$ cat src/rtl/pipeline_with_axi_lite.sv
// Two-stage elastic stream pipeline computing (sample + COEF) mod 2^DATA_W,
// with an AXI4-Lite slave exposing ID, VERSION, STATS and COEF.
module pipeline_with_axi_lite #(
    parameter int unsigned DATA_W        = 16,
    parameter int unsigned ADDR_W        = 4,
    parameter logic [31:0] ID_VALUE      = 32'h5049504C,
    parameter logic [31:0] VERSION_VALUE = 32'h00010000
) (
    input  logic              clock,
    input  logic              reset,
    input  logic [ADDR_W-1:0] s_axi_awaddr,
    input  logic              s_axi_awvalid,
    output logic              s_axi_awready,
    input  logic [31:0]       s_axi_wdata,
    input  logic [3:0]        s_axi_wstrb,
    input  logic              s_axi_wvalid,
    output logic              s_axi_wready,
    output logic [1:0]        s_axi_bresp,
    output logic              s_axi_bvalid,
    input  logic              s_axi_bready,
    input  logic [ADDR_W-1:0] s_axi_araddr,
    input  logic              s_axi_arvalid,
    output logic              s_axi_arready,
    output logic [31:0]       s_axi_rdata,
    output logic [1:0]        s_axi_rresp,
    output logic              s_axi_rvalid,
    input  logic              s_axi_rready,
    input  logic [DATA_W-1:0] s_axis_tdata,
    input  logic              s_axis_tvalid,
    output logic              s_axis_tready,
    output logic [DATA_W-1:0] m_axis_tdata,
    output logic              m_axis_tvalid,
    input  logic              m_axis_tready
);

    localparam logic [ADDR_W-1:0] ADDR_ID      = ADDR_W'(32'h0);
    localparam logic [ADDR_W-1:0] ADDR_VERSION = ADDR_W'(32'h4);
    localparam logic [ADDR_W-1:0] ADDR_STATS   = ADDR_W'(32'h8);
    localparam logic [ADDR_W-1:0] ADDR_COEF    = ADDR_W'(32'hC);
    localparam logic [ADDR_W-1:0] WORD_MASK    = ~ADDR_W'(32'h3);

    logic              awready_q, awready_d;
    logic              wready_q, wready_d;
    logic [ADDR_W-1:0] awaddr_q, awaddr_d;
    logic [DATA_W-1:0] wdata_q, wdata_d;
    logic              bvalid_q, bvalid_d;
    logic              arready_q, arready_d;
    logic              rvalid_q, rvalid_d;
    logic [31:0]       rdata_q, rdata_d;
    logic [DATA_W-1:0] coef_q, coef_d;
    logic [31:0]       stats_q, stats_d;
    logic              s1_valid_q, s1_valid_d;
    logic [DATA_W-1:0] s1_data_q, s1_data_d;
    logic              s2_valid_q, s2_valid_d;
    logic [DATA_W-1:0] s2_data_q, s2_data_d;
    logic              en_c;
    logic              unused_c;

    // Byte strobes and the bits above COEF carry no information here.
    assign unused_c = ^{s_axi_wstrb, s_axi_wdata[31:DATA_W]};

    function automatic logic [31:0] read_mux(input logic [ADDR_W-1:0] addr,
                                             input logic [31:0]       stats,
                                             input logic [DATA_W-1:0] coef);
        logic [31:0] val;
        val = 32'h0;
        case (addr & WORD_MASK)
            ADDR_ID:      val = ID_VALUE;
            ADDR_VERSION: val = VERSION_VALUE;
            ADDR_STATS:   val = stats;
            ADDR_COEF:    val = 32'(coef);
            default:      val = 32'h0;
        endcase
        return val;
    endfunction

    assign en_c = !s2_valid_q || m_axis_tready;

    // Next-state logic for the register interface and the pipeline.
    always_comb begin
        awready_d  = awready_q;
        wready_d   = wready_q;
        awaddr_d   = awaddr_q;
        wdata_d    = wdata_q;
        bvalid_d   = bvalid_q;
        arready_d  = arready_q;
        rvalid_d   = rvalid_q;
        rdata_d    = rdata_q;
        coef_d     = coef_q;
        stats_d    = stats_q;
        s1_valid_d = s1_valid_q;
        s1_data_d  = s1_data_q;
        s2_valid_d = s2_valid_q;
        s2_data_d  = s2_data_q;

        if (s_axi_awvalid && awready_q) begin
            awaddr_d  = s_axi_awaddr;
            awready_d = 1'b0;
        end
        if (s_axi_wvalid && wready_q) begin
            wdata_d  = s_axi_wdata[DATA_W-1:0];
            wready_d = 1'b0;
        end
        // Both halves held and no response outstanding: commit the write.
        if (!awready_q && !wready_q && !bvalid_q) begin
            bvalid_d = 1'b1;
            if ((awaddr_q & WORD_MASK) == ADDR_COEF) begin
                coef_d = wdata_q;
            end
        end
        if (bvalid_q && s_axi_bready) begin
            bvalid_d  = 1'b0;
            awready_d = 1'b1;
            wready_d  = 1'b1;
        end

        if (s_axi_arvalid && arready_q) begin
            arready_d = 1'b0;
            rvalid_d  = 1'b1;
            rdata_d   = read_mux(s_axi_araddr, stats_q, coef_q);
        end
        if (rvalid_q && s_axi_rready) begin
            rvalid_d  = 1'b0;
            arready_d = 1'b1;
        end

        if (s2_valid_q && m_axis_tready) begin
            stats_d = stats_q + 32'd1;
        end

        if (en_c) begin
            s2_valid_d = s1_valid_q;
            s2_data_d  = s1_data_q;
            s1_valid_d = s_axis_tvalid;
            s1_data_d  = s_axis_tdata + coef_q;
        end
    end

    always_ff @(posedge clock or posedge reset) begin
        if (reset) begin
            awready_q  <= 1'b1;
            wready_q   <= 1'b1;
            awaddr_q   <= '0;
            wdata_q    <= '0;
            bvalid_q   <= 1'b0;
            arready_q  <= 1'b1;
            rvalid_q   <= 1'b0;
            rdata_q    <= '0;
            coef_q     <= '0;
            stats_q    <= '0;
            s1_valid_q <= 1'b0;
            s1_data_q  <= '0;
            s2_valid_q <= 1'b0;
            s2_data_q  <= '0;
        end else begin
            awready_q  <= awready_d;
            wready_q   <= wready_d;
            awaddr_q   <= awaddr_d;
            wdata_q    <= wdata_d;
            bvalid_q   <= bvalid_d;
            arready_q  <= arready_d;
            rvalid_q   <= rvalid_d;
            rdata_q    <= rdata_d;
            coef_q     <= coef_d;
            stats_q    <= stats_d;
            s1_valid_q <= s1_valid_d;
            s1_data_q  <= s1_data_d;
            s2_valid_q <= s2_valid_d;
            s2_data_q  <= s2_data_d;
        end
    end

    assign s_axi_awready = awready_q;
    assign s_axi_wready  = wready_q;
    assign s_axi_bresp   = 2'b00;
    assign s_axi_bvalid  = bvalid_q;
    assign s_axi_arready = arready_q;
    assign s_axi_rdata   = rdata_q;
    assign s_axi_rresp   = 2'b00;
    assign s_axi_rvalid  = rvalid_q;
    assign s_axis_tready = en_c;
    assign m_axis_tdata  = s2_data_q;
    assign m_axis_tvalid = s2_valid_q;

endmodule

$ cat config.mk
export PLATFORM = sky130hd
export DESIGN_NAME = pipeline_with_axi_lite
export DESIGN_NICKNAME = d
export VERILOG_FILES = /design/src/rtl/pipeline_with_axi_lite.sv
export SDC_FILE = /design/constraint.sdc
export NUM_CORES = 1
export LEC_CHECK = 0
export ABC_AREA = 1
export BUFFER_PORTS_ARGS = -buffer_cell sky130_fd_sc_hd__buf_2
export CAP_MARGIN = 20
export CORE_ASPECT_RATIO = 1.5
export CORE_MARGIN = 2
export CORE_UTILIZATION = 60
export CTS_BUF_LIST = sky130_fd_sc_hd__clkbuf_16
export DETAILED_ROUTE_END_ITERATION = 12
export GPL_TIMING_DRIVEN = 0
export HOLD_SLACK_MARGIN = 0.1
export PLACE_DENSITY_LB_ADDON = 0.1
export SYNTH_ARGS = -nofsm -noshare
export SYNTH_HDL_FRONTEND = slang
export SYNTH_SLANG_ARGS = --single-unit
export TNS_END_PERCENT = 20
$ cat constraint.sdc
create_clock -name clock -period 6.2 [get_ports clock]
set_input_delay 0.62 -clock clock [delete_from_list [all_inputs] [get_ports clock]]
set_output_delay 0.62 -clock clock [all_outputs]
set_load 0.1 [all_outputs]
==> results of run 1 <==
-- synth_stat cells, types with 3 or more instances --
| master | n | area (sq um) |
|---|---|---|
| ha_1 | 16 | 200 |
| nor2_1 | 42 | 158 |
| xnor2_1 | 6 | 52.6 |
| a21oi_1 | 20 | 100 |
| o21ai_0 | 31 | 155 |
| nor2_2 | 4 | 25.0 |
| nand4_1 | 8 | 50.1 |
| dfrtp_1 | 134 | 3350 |
| a31oi_1 | 5 | 31.3 |
| clkbuf_1 | 13 | 48.8 |
| nor2_4 | 8 | 90.1 |
| nor3_1 | 8 | 40.0 |
| nand2_2 | 3 | 18.8 |
| mux2_2 | 21 | 236 |
| nand3b_1 | 3 | 22.5 |
| o211ai_1 | 5 | 37.5 |
| xor2_1 | 19 | 166 |
| o22ai_1 | 6 | 37.5 |
| buf_4 | 4 | 30.0 |
| nand3_1 | 37 | 185 |
| nand2_4 | 3 | 33.8 |
| or2_2 | 5 | 31.3 |
| nand2_1 | 271 | 1020 |
| dfstp_2 | 3 | 78.8 |
| inv_1 | 89 | 334 |
-- flip-flops by register name, indices dropped and copies added (netlist names), 2 cells and up --
name          cells
s_axi_rdata      32
stats_q          32
coef_q           16
m_axis_tdata     16
s1_data_q        16
wdata_q          16
awaddr_q          2
-- logic make-up (layout without fill, tap and decap cells) --
family	count (synthesis)	in the layout
xor gates and xnor gates	27	27
and+or+nand+nor	403	403
AOI/OAI and AO/OA	69	69
adders and majority gates	17	17
buffers and inverters	112	243
muxes	21	21
DFF	137	137
other	1	4
-- power by group --
group,switching [uW],internal [uW]
logic,1790,490
registers,216,1240
clock network,381,830
-- final cells by class --
class                   instances  area [sq um]
repair buffers                100           523
clock buffers                  17           425
flip-flops and latches        137          3430
inverters                      91           347
multi-input cells             541          2910
fillers                       829          2800
well taps                     147           184
clock inverters                14           278
plain buffers                  21          96.3
-- per-stage QoR --
step / utilization / setup WS, ns / hold WS [ns] / instance area (sq um) / total power (uW)
after detailed placement: 0.682 / 3.72 / 0.440 / 7490 / 3720
after global placement: 0.679 / 0.555 / 0.431 / 7460 / 3660
after floorplan: - / 1.92 / 0.420 / 6780 / 3280
after CTS: 0.745 / 3.56 / 0.194 / 8200 / 4950
after global routing: 0.745 / 3.48 / 0.201 / 8200 / 5180
final: 0.745 / 3.56 / 0.180 / 8200 / 4940
-- critical path, delay by kind of cell, from the launching register on --
family                 cells  cell delay (ns)
DFF                        1             0.40
buffers and inverters      4             1.13
and+or+nand+nor            1             0.08
-- per-layer routing --
| metal | part of all wire | wire length [um] | track usage |
|---|---|---|---|
| met1 | 0.36 | 6100 | 0.306 |
| met2 | 0.56 | 9420 | 0.552 |
| met3 | 0.036 | 600 | 0.0472 |
| met5 | 0 | 0 | 0 |
| met4 | 0.039 | 651 | 0.150 |
-- how the worst max path moves through the flow --
stage	start	endpoint	slack [ns]	cells after the start
after detailed placement	m_axis_tready	s_axis_tready	3.72	5
final	m_axis_tvalid$_DFFE_PP0P_	s_axis_tready	3.56	5
after CTS	m_axis_tvalid$_DFFE_PP0P_	s_axis_tready	3.56	5
after global placement	reset	m_axis_tdata[0]$_DFFE_PP0P_	0.55	2
after global routing	m_axis_tvalid$_DFFE_PP0P_	s_axis_tready	3.48	5
after floorplan	reset	awaddr_q[2]$_DFFE_PP0P_	1.92	1
==> flow_metrics.py, run 1 <==
metrics = {
    "layout": {
        "syn2layout_area_growth_pct": 21.1,
        "final_cells": 1068,
        "final_cell_mix": "271 x nand2_1, 134 x dfrtp_1, 101 x buf_2, 89 x inv_1, 42 x nor2_1",
        "final_common_cell": "nand2_1",
        "drive_gt1_frac": 0.212,
        "diodes": 0,
        "final_nets": 995,
    },
    "cts": {
        "cts_tree": "built",
        "ctsResizeCount": 0,
        "cts_htree_levels": 4,
        "cts_buffers": 17,
        "clock_latency_ns": 0.42,
        "hold_buffers": 0,
        "cts_setup_buffers": 0,
        "root_buffer": "clkbuf_16",
        "clockBufferDepth": 2,
        "numClockSinks": 137,
        "path_clk_slew_ns": 0.06,
    },
    "detailed_routing": {
        "drt_pass1_iterations": 5,
        "vias": 5684,
        "wl_per_cell_um": 15.7,
        "post-route-drc-count": 0,
        "drtAntennaViolNets": 0,
        "viasPerCell": 5.32,
        "drt_iter0_markers": 342,
        "wl_um": 16800,
    },
    "critical_path": {
        "cp_slowest_stage_delay_ns": 0.51,
        "worstSetupEndpointType": "output port",
        "rrSetupSlack_ns": 4.30,
        "crit_top_cell": "inv_1",
        "arrival_ns": 2.02,
        "crit_path_start_kind": "flip-flop",
        "crit_chain": "inv_1 > nor2_2 > inv_1 > buf_1 > buf_2",
        "rr_worst_depth": 11,
        "setup.worst_path.class": "flip-flop to output port",
        "crit_fanout": 10,
        "required_ns": 5.58,
        "reg2reg_from": "coef_q[0]$_DFFE_PP0P_",
        "slowest_stage": "buf_2",
        "timing.rr.end": "s1_data_q[14]$_DFFE_PP0P_",
    },
    "die": {
        "die_w_um": 90.7,
        "initial_core_util": 0.616,
        "chipHeight_um": 134,
        "placementRows": 47,
        "top_level_ports": 128,
        "die_area_sq_mm": 0.0122,
        "coreArea_sq_mm": 0.0110,
    },
    "logic_synthesis": {
        "syn_area_sq_mm": 0.00677,
        "yosys_warnings": 0,
        "ys_seq_area_frac": 0.507,
        "synth_edf_count": 0,
        "synthMuxAreaShare": 0.0349,
        "synth-async-reset-ratio": 1.00,
        "synth_top_family_by_area": "simple AND/OR/NAND/NOR gates",
        "netlist-cell-type-count": 41,
        "yosys.area_share.adder": 0.0325,
        "synth_xor_area_frac": 0.0371,
        "synth_compound_area_frac": 0.0558,
        "synth_cells": 787,
        "avgSynthCellArea_sq_um": 8.60,
        "synth_flop_cell": "dfrtp_1",
        "synth-simple-area-share": 0.268,
        "yosys_register_bits": 137,
    },
    "global_route": {
        "grt_pass1_wl_um": 27800,
        "grt_pass1_vias": 5927,
        "grt_overflow": 0,
        "track_usage": 0.291,
        "antenna_found_initial": 0,
        "grt_max_degree": 104,
    },
    "place": {
        "portBuffers": 99,
        "post-dp-hpwl_um": 12500,
        "dp_cells": 1037,
        "gp_congestion": 0.906,
    },
    "flow_run": {
        "maxCapViolCount": 0,
    },
    "power": {
        "p_leak_uw": 0.00446,
        "pwr_density_cell_mw_per_mm2": 603,
        "ir_drop_mv": 0.436,
    },
    "sta": {
        "slew_headroom": 0.633,
        "drv_slew": 0,
        "hold_viol": 0,
        "final-setup-viol-count": 0,
        "rsz0062_at_grt": "no",
        "fin_setup_tns_ns": 0,
        "max_freq_ghz": 0.379,
        "fin_worst_skew_ns": 0.00725,
        "tightest_slew_ns": 0.551,
        "period_minus_slack_ns": 2.64,
        "period_share": 0.425,
    },
    "status": {
        "status": "finished clean",
    },
    "min_path": {
        "hp-class": "primary input to async pin",
    },
}
Note: power is estimated with default switching activity, not from simulation.
==> run 2: changes to the inputs <==
--- a/config.mk
+++ b/config.mk
@@ -10,7 +10,7 @@
 export CAP_MARGIN = 20
 export CORE_ASPECT_RATIO = 1.5
 export CORE_MARGIN = 2
-export CORE_UTILIZATION = 60
+export CORE_UTILIZATION = 56
 export CTS_BUF_LIST = sky130_fd_sc_hd__clkbuf_16
 export DETAILED_ROUTE_END_ITERATION = 12
 export GPL_TIMING_DRIVEN = 0
==> constraint.sdc (replaced) <==
create_clock -name clock -period 2.7 [get_ports clock]
set_input_delay 0.27 -clock clock [delete_from_list [all_inputs] [get_ports clock]]
set_output_delay 0.27 -clock clock [all_outputs]
set_load 0.1 [all_outputs]
==> flow_metrics.py, run 2 (synthesized netlist as in run 1, its figures left out) <==
metrics = {
    "die": {
        "die_area_sq_mm": 0.0130,
        "placementRows": 49,
        "coreArea_sq_mm": 0.0119,
        "initial_core_util": 0.569,
        "chipHeight_um": 139,
        "top_level_ports": 128,
        "die_w_um": 93.8,
    },
    "power": {
        "ir_drop_mv": 0.941,
        "pwr_density_cell_mw_per_mm2": 1310,
        "power.total_uw": 10800,
        "p_sw_uw": 5480,
        "p_leak_uw": 0.00448,
        "pwr-share-comb": 0.484,
        "seqPwrFrac": 0.307,
        "p_int_uw": 5360,
        "p_sw_frac": 0.506,
        "pwr-share-clk": 0.209,
    },
    "critical_path": {
        "worstSetupEndpointType": "output port",
        "arrival_ns": 2.01,
        "crit_fanout": 10,
        "required_ns": 2.43,
        "crit_path_start_kind": "flip-flop",
        "setup.worst_path.class": "flip-flop to output port",
    },
    "place": {
        "post-dp-hpwl_um": 12800,
        "post-place-ws_ns": 0.812,
        "portBuffers": 99,
        "gp_congestion": 0.885,
    },
    "sta": {
        "final-setup-viol-count": 0,
        "period_share": 0.846,
        "tightest_slew_ns": 0.617,
        "fin_setup_tns_ns": 0,
        "period_minus_slack_ns": 2.28,
        "setup_ws_ns": 0.415,
        "rsz0062_at_grt": "no",
        "slew_headroom": 0.588,
        "fin_worst_skew_ns": 0.00905,
        "max_freq_ghz": 0.438,
        "drv_slew": 0,
        "hold_viol": 0,
    },
    "cts": {
        "cts_htree_levels": 4,
        "cts_setup_buffers": 0,
        "path_clk_slew_ns": 0.06,
        "hold_buffers": 19,
        "cts_buffers": 17,
        "ctsResizeCount": 0,
        "cts_tree": "built",
        "clock_latency_ns": 0.42,
        "clockBufferDepth": 2,
        "numClockSinks": 137,
        "root_buffer": "clkbuf_16",
    },
    "detailed_routing": {
        "drt_pass1_iterations": 5,
        "wl_per_cell_um": 15.3,
        "viasPerCell": 5.14,
        "top_layer": "met4",
        "routed-wl-met3_um": 499,
        "post-route-drc-count": 0,
        "drt_iter0_markers": 212,
        "dr_wl_met2_um": 9320,
        "vias": 5630,
        "wl_um": 16700,
        "met1_length_um": 6210,
        "drtAntennaViolNets": 0,
    },
    "layout": {
        "final_common_cell": "nand2_1",
        "final_nets": 1016,
        "diodes": 0,
        "drive_gt1_frac": 0.211,
        "final_cell_mix": "271 x nand2_1, 134 x dfrtp_1, 101 x buf_2, 89 x inv_1, 42 x nor2_1",
        "postLayoutCoreUtil": 0.698,
        "syn2layout_area_growth_pct": 22.6,
    },
    "global_route": {
        "grt_pass1_vias": 5778,
        "track_usage": 0.273,
        "grt_max_degree": 40,
        "antenna_found_initial": 0,
        "grt_overflow": 0,
        "grt_pass1_wl_um": 27600,
    },
    "min_path": {
        "hp-class": "primary input to flip-flop",
    },
    "status": {
        "status": "finished clean",
    },
    "flow_run": {
        "maxCapViolCount": 0,
    },
}
==> run 2: path summary, 6_finish.rpt <==
path | cells after the start | startpoint | endpoint | slack [ns]
worst max register to register | 11 | coef_q[0]$_DFFE_PP0P_ | s1_data_q[14]$_DFFE_PP0P_ | 0.78
max in group asynchronous | 5 | reset | s_axi_arready$_DFFE_PP1P_ | 1.29
worst max-delay path | 5 | m_axis_tvalid$_DFFE_PP0P_ | s_axis_tready | 0.42
min in group asynchronous | 3 | reset | s_axi_rdata[17]$_DFFE_PP0P_ | 0.48
worst min-delay path | 2 | s_axi_wdata[13] | wdata_q[13]$_DFFE_PP0P_ | 0.10
worst min register to register | 2 | s1_valid_q$_DFFE_PP0P_ | m_axis_tvalid$_DFFE_PP0P_ | 0.46
==> run 2: area by class of cell <==
cell class                 count  area (sq um)
fill                         971          3590
sequential                   137          3430
multi-input combinational    541          2910
timing repair buffer         121           746
clock buffer                  17           425
inverter                      91           345
tap                          153           191
clock inverter                15           154
buffer                        21          96.3
==> run 2: power by group through the flow <==
stage                     clock, uW  combinational, uW  sequential, uW
after floorplan                   0               1780            5750
after global placement            0               5100            3320
after detailed placement          0               5200            3360
after CTS                      2290               5260            3330
after global routing           2380               5640            3430
final                          2260               5240            3330
==> run 2: metal layers <==
metal  vias to the layer above  track usage
met3                        49       0.0424
met5                         -            0
met1                      2693        0.289
li1                       2762            -
met2                       126        0.515
met4                         0        0.125
==> run 2: stage by stage <==
step	hold WS (ns)	std cells	cell area [sq um]
floorplan	0.344	790	6790
global placement	0.431	1042	7470
detailed placement	0.380	1045	7530
CTS	0.103	1096	8300
global route	0.105	1096	8300
finish	0.102	1096	8300
==> run 2: critical path, stage by stage (launching register included) <==
cell and delay, ns:
dfrtp_1 0.40, inv_1 0.08, nor2_2 0.08, inv_1 0.18, buf_1 0.35, buf_2 0.50
